**src/rtl/mem_arb_pkg.sv**
```systemverilog
// Shared types for the memory arbiter: FSM states, grant selection and default widths.
package mem_arb_pkg;

  localparam int DEF_ADDR_W     = 16;
  localparam int DEF_DATA_W     = 16;
  localparam int DEF_MEM_LAT    = 4;
  localparam int DEF_STARVE_MAX = 3;

  typedef enum logic [1:0] {
    IDLE    = 2'd0,
    IF_BUSY = 2'd1,
    DM_BUSY = 2'd2,
    HALTED  = 2'd3
  } state_t;

  typedef enum logic [1:0] {
    GNT_NONE = 2'd0,
    GNT_IF   = 2'd1,
    GNT_DM   = 2'd2
  } gnt_t;

  // Data wins unless fetch is waiting and has already been passed over too often.
  function automatic gnt_t arb_pick(input logic if_req, input logic dm_req,
                                    input logic starve_ok);
    gnt_t g;
    g = GNT_NONE;
    if (dm_req && (starve_ok || !if_req)) g = GNT_DM;
    else if (if_req)                      g = GNT_IF;
    return g;
  endfunction

endpackage

```
**src/rtl/mem_arb_lat_cnt.sv**
```systemverilog
// Memory latency counter: cleared by load, advanced by en, tc flags count == MEM_LAT.
module mem_arb_lat_cnt #(
  parameter int MEM_LAT = 4,
  parameter int CNT_W   = $clog2(MEM_LAT + 1)
) (
  input  logic clk,
  input  logic rst_n,
  input  logic load,
  input  logic en,
  output logic tc
);

  logic [CNT_W-1:0] count;

  always_ff @(posedge clk or negedge rst_n) begin
    if (!rst_n) begin
      count <= '0;
    end else if (load) begin
      count <= '0;
    end else if (en && !tc) begin
      count <= count + 1'b1;
    end
  end

  assign tc = (count == CNT_W'(MEM_LAT));

endmodule

```
**src/rtl/mem_arbiter.sv**
```systemverilog
// Arbiter sharing one fixed-latency memory between instruction fetch and data accesses.
// Optional build macro ALIGN_CHK_EN rejects odd data addresses with dm_err instead of accessing memory.
module mem_arbiter
  import mem_arb_pkg::*;
#(
  parameter int ADDR_W     = DEF_ADDR_W,
  parameter int DATA_W     = DEF_DATA_W,
  parameter int MEM_LAT    = DEF_MEM_LAT,
  parameter int STARVE_MAX = DEF_STARVE_MAX
) (
  input  logic              clk,
  input  logic              rst_n,
  input  logic              if_req,
  input  logic [ADDR_W-1:0] if_addr,
  output logic [DATA_W-1:0] if_rdata,
  output logic              if_done,
  input  logic              dm_req,
  input  logic              dm_wr,
  input  logic [ADDR_W-1:0] dm_addr,
  input  logic [DATA_W-1:0] dm_wdata,
  output logic [DATA_W-1:0] dm_rdata,
  output logic              dm_done,
  output logic              dm_err,
  output logic              mem_en,
  output logic              mem_wr,
  output logic [ADDR_W-1:0] mem_addr,
  output logic [DATA_W-1:0] mem_wdata,
  input  logic [DATA_W-1:0] mem_rdata,
  output logic              stall_if,
  output logic              stall_dm,
  input  logic              halt,
  output logic              halted
);

  localparam int ST_W = $clog2(STARVE_MAX + 1);

  state_t          state;
  gnt_t            gnt;
  logic [ST_W-1:0] starve;
  logic            op_wr;
  logic            lat_tc;
  logic            misaligned;
  logic            busy;

`ifdef ALIGN_CHK_EN
  assign misaligned = dm_addr[0];
`else
  assign misaligned = 1'b0;
`endif

  assign busy = (state == IF_BUSY) || (state == DM_BUSY);

  // The done cycle is skipped: requesters still hold the just-completed request then.
  always_comb begin
    gnt = GNT_NONE;
    if (state == IDLE && !halt && !if_done && !dm_done)
      gnt = arb_pick(if_req, dm_req, starve < ST_W'(STARVE_MAX));
  end

  mem_arb_lat_cnt #(.MEM_LAT(MEM_LAT)) u_lat_cnt (
    .clk   (clk),
    .rst_n (rst_n),
    .load  (state == IDLE),
    .en    (busy),
    .tc    (lat_tc)
  );

  always_ff @(posedge clk or negedge rst_n) begin
    if (!rst_n) begin
      state     <= IDLE;
      starve    <= '0;
      op_wr     <= 1'b0;
      if_rdata  <= '0;
      if_done   <= 1'b0;
      dm_rdata  <= '0;
      dm_done   <= 1'b0;
      dm_err    <= 1'b0;
      mem_en    <= 1'b0;
      mem_wr    <= 1'b0;
      mem_addr  <= '0;
      mem_wdata <= '0;
      halted    <= 1'b0;
    end else begin
      mem_en  <= 1'b0;
      mem_wr  <= 1'b0;
      if_done <= 1'b0;
      dm_done <= 1'b0;
      dm_err  <= 1'b0;

      if (!if_req || gnt == GNT_IF)
        starve <= '0;
      else if (gnt == GNT_DM && starve < ST_W'(STARVE_MAX))
        starve <= starve + 1'b1;

      case (state)
        IDLE: begin
          if (halt) begin
            state  <= HALTED;
            halted <= 1'b1;
          end else if (gnt == GNT_DM) begin
            if (misaligned) begin
              dm_done <= 1'b1;
              dm_err  <= 1'b1;
            end else begin
              state     <= DM_BUSY;
              mem_en    <= 1'b1;
              mem_wr    <= dm_wr;
              mem_addr  <= dm_addr;
              mem_wdata <= dm_wdata;
              op_wr     <= dm_wr;
            end
          end else if (gnt == GNT_IF) begin
            state    <= IF_BUSY;
            mem_en   <= 1'b1;
            mem_addr <= if_addr;
            op_wr    <= 1'b0;
          end
        end
        IF_BUSY: begin
          if (lat_tc) begin
            if_rdata <= mem_rdata;
            if_done  <= 1'b1;
            state    <= IDLE;
          end
        end
        DM_BUSY: begin
          if (lat_tc) begin
            if (!op_wr) dm_rdata <= mem_rdata;
            dm_done <= 1'b1;
            state   <= IDLE;
          end
        end
        default: begin
          state  <= HALTED;
          halted <= 1'b1;
        end
      endcase
    end
  end

  assign stall_if = if_req & ~if_done;
  assign stall_dm = dm_req & ~dm_done;

endmodule
```
**config.mk**
```make
export PLATFORM = sky130hd
export DESIGN_NAME = mem_arbiter
export DESIGN_NICKNAME = d
export VERILOG_FILES = /design/src/rtl/mem_arb_pkg.sv /design/src/rtl/mem_arb_lat_cnt.sv /design/src/rtl/mem_arbiter.sv
export SDC_FILE = /design/constraint.sdc
export NUM_CORES = 1
export LEC_CHECK = 0
export CORE_ASPECT_RATIO = 1.2
export CORE_UTILIZATION = 43
export CTS_CLUSTER_SIZE = 28
export DETAILED_ROUTE_END_ITERATION = 12
export PLACE_DENSITY = 0.82
export SLEW_MARGIN = 10
export SYNTH_ARGS = -nofsm -noshare
export SYNTH_HDL_FRONTEND = slang
export SYNTH_HIERARCHICAL = 1
export SYNTH_SLANG_ARGS = --single-unit
```
**constraint.sdc**
```tcl
create_clock -name clk -period 2.76 [get_ports clk]
set_input_delay 0.552 -clock clk [delete_from_list [all_inputs] [get_ports clk]]
set_output_delay 0.552 -clock clk [all_outputs]
set_load 0.02 [all_outputs]
```
==> impl_results.md <==
- Status: completed
- Simple-gate share of the synthesized area: 0.07902
- Max-Cap Viols: 0
- Routed WL: approximately 7.1 mm
- Async S/R FF share, synth: 1.000
- CTS Sinks: a little under 80
- Postcts setup bufs: 0
- Largest net degree at the start of global routing: 78
- Cell chosen for the clock root: clkbuf_8
- Unrepaired setup endpoints after global routing: false
- WL/cell: roughly 15 um
- Power Density: 1046 nW/um^2
- Worst-path cell chain: clkdlybuf4s50_1, nor2b_1, clkdlybuf4s50_1
- Clk buf depth: 2
- TNS Setup: 0 ns
- Sequential cell area fraction in the yosys report: 0.5740
- Tmin final: about 2.4 ns
- Port Buffers: 140
- Share of layout cells above drive strength 1: 0.2005
- Synthesized area per cell: ~14 um^2
- Final WS setup: about 0.37 ns
- Post-synthesis compound-gate area fraction: 0.04324
- CTS Hold Bufs: 0
- Row count: 34
- Area grow syn2layout: 50.32%
- Htree depth: 3
- Mapped cell area: roughly 3400 um^2
- Max rail drop VDD: ~0.0007 V
- Post-layout nets: about 470
- Syn_nets: around 320
- Switching Share: 0.3502
- Max_slew headroom: 0.3644
- Initial antenna violation count: 0
- Worst setup EP type: primary output
- TritonCTS clock tree: done
- Final Cycle Share: 0.8643
- Worst slew pin tran: between 0.9 and 1 ns
- Die height: 98.79 um
- GRT Total Usage: 0.1843
- Synth Warn #: 6
- Clock Skews: between 0.01 and 0.015 ns
- Crit start category: input port
- Netlist cell types: 36
- # resized after CTS: 0
- Crit-path max cell delay: a little over 0.6 ns
- Synth area leader: dfrtp_1
- Vias: around 2.4k
- Initial DRC Count: 58
- Seq cells post-synth: 77
- # DRC: 0
- Largest family of logic cells by synthesized area: multiplexers
- Top-count cell post-synth: dfrtp_1
- Synth top area share: 0.5740
- Final setup violation count: 0
- Most used DFF post-synth: dfrtp_1
- Setup WS pre-CTS: 0.06891 ns
- CP Class: input port to primary output
- Logic pwr share: 0.486
- Multi-input gate area: roughly 1300 um^2
- Crit path max fanout: 5
- FF+latch area: 1927 um^2
- Worst path arrival time: about 1.8 ns
- Fillers: 586
- Pre-Repair DR Iteration Count: 5
- Share of power burned in the clock network: 0.160
- Gpl congestion: 0.6960
- Clk Latency, worst-skew pair: 0.35 ns
- Clk pin slew, worst setup/hold paths: approximately 0.070 ns
- CP dominant cell by count: clkdlybuf4s50_1
- N_diodes: 0
- Core Region: roughly 7400 um^2
- Die Wd: around 83 um
- Syn Inst Count: approximately 240
- Flop pwr share: 0.355
- NetSw: around 0.0018 W
- Peak Freq: 0.4192 GHz
- Initial core utilization: 0.4535
- Max Slew Vio Count: 0
- Synth area leaders: dfrtp_1 (57%), mux2_2 (13%), mux2i_1 (5.7%)
- Final Hold Fails: 0
- Grt ovf: 0
- LEAKAGE: about 2.2 nW
- XOR/XNOR Fraction of Synth Area: 0
- Internal: 0.003429 W
- DP HPWL: a little over 5 mm
- EDFF count, synth: 0
- First-pass GRT wire length: 11.25 mm
- Min-Delay Path Class: input port to async pin
- Post-route ant nets: 0
- Slowest CP cell: clkdlybuf4s50_1
- Adder-Cell Fraction of Synth Area: 0.03354
- Vias per inst: between 4 and 5
- Critical Path RT: 2.21 ns
- # IOs: ~140
- Num CTS Buffers: 9
- Die area: 8166 um^2
- Post-synth top cells: dfrtp_1 (77), mux2_2 (39), mux2i_1 (19), nor2_1 (19), a21oi_1 (18)
- Vias in the first global route: 2,489
- Post-synthesis mux area share: 0.2367
-- through the flow --
step           hold WS [ns]  area, um^2  instances  power [W]  utilization
6_report             0.3609        5046        484   0.005277       0.6817
5_1_grt              0.4263        5046        484   0.005597       0.6817
4_1_cts              0.3803        5046        484   0.005343       0.6817
3_5_place_dp         0.4524        4848        468   0.004477       0.6550
3_3_place_gp         0.4521        4848        468   0.004418       0.6550
2_1_floorplan        0.2564        3357        242   0.003253            -
-- flip-flops by register name, indices dropped and copies added (netlist names), 2 cells and up --
signal and cells:
dm_rdata 16, if_rdata 16, mem_addr 16, mem_wdata 16
u_lat_cnt/count 3, starve 2, state 2
-- cell type report --
class	count	area share
Timing Repair Buffer	145	0.2896
Sequential cell	77	0.3819
Clock inverter	7	0.01463
Tap cell	90	0.02232
Clock buffer	9	0.02455
Multi-Input combinational cell	149	0.2618
Inverter	7	0.005207
-- power by group through the flow --
stage	registers, W	clock network (W)	logic, W
after floorplan	0.00243	0	0.000823
after global placement	0.00188	0	0.00254
after detailed placement	0.00189	0	0.00258
after CTS	0.00188	0.000865	0.00260
after global routing	0.00194	0.000914	0.00274
final	0.00187	0.000842	0.00256
-- layout by cell type, fill, tap and decap left out, drive strengths merged --
cell and count:
clkdlybuf4s50 139, dfrtp 77, mux2 50, nor2 19
mux2i 19, a21oi 18, ha 9, clkbuf 9
inv 8, buf 6, nand2b 5, nand2 5
nor2b 4, clkinv 4, and2 3, and4b 2
a21boi 2, or2b 1, nor3b 1, and3 1
nand4b 1, nand3 1, o21ai 1, a21o 1
o22ai 1, o2bb2ai 1, a2bb2oi 1, or2 1
conb 1, clkinvlp 1, bufinv 1, nor3 1
-- final timing paths --
| check | cells after the start | slack, ns | start | endpoint |
|---|---|---|---|---|
| worst min-delay path | 1 | 0.36 | rst_n | if_rdata[0] |
| max in group asynchronous | 1 | 1.80 | rst_n | dm_rdata[11] |
| worst max-delay path | 3 | 0.37 | if_req | stall_if |
| min in group clk | 1 | 0.46 | halted | halted |
| worst min register to register | 1 | 0.46 | halted | halted |
| worst max register to register | 8 | 0.39 | state[0] | mem_wdata[1] |
-- routing by layer --
| layer | part of all wire | global-route usage |
|---|---|---|
| met5 | 0 | 0 |
| met4 | 0.017 | 0.06764 |
| met3 | 0.10 | 0.07037 |
| met2 | 0.49 | 0.3033 |
| met1 | 0.39 | 0.2149 |
-- critical path, delay by kind of cell --
| family | cells | cell delay, ns |
|---|---|---|
| buffers and inverters | 2 | 1.14 |
| and+or+nand+nor | 1 | 0.14 |
-- logic make-up after synthesis --
family	after synthesis
AND/OR/NAND/NOR	45
buffers and inverters	16
adder cells (fa/ha/maj)	9
AO/OA/AOI/OAI	25
multiplexers	69
other	1
flip-flops	77
(Power assumes the default switching activity.)
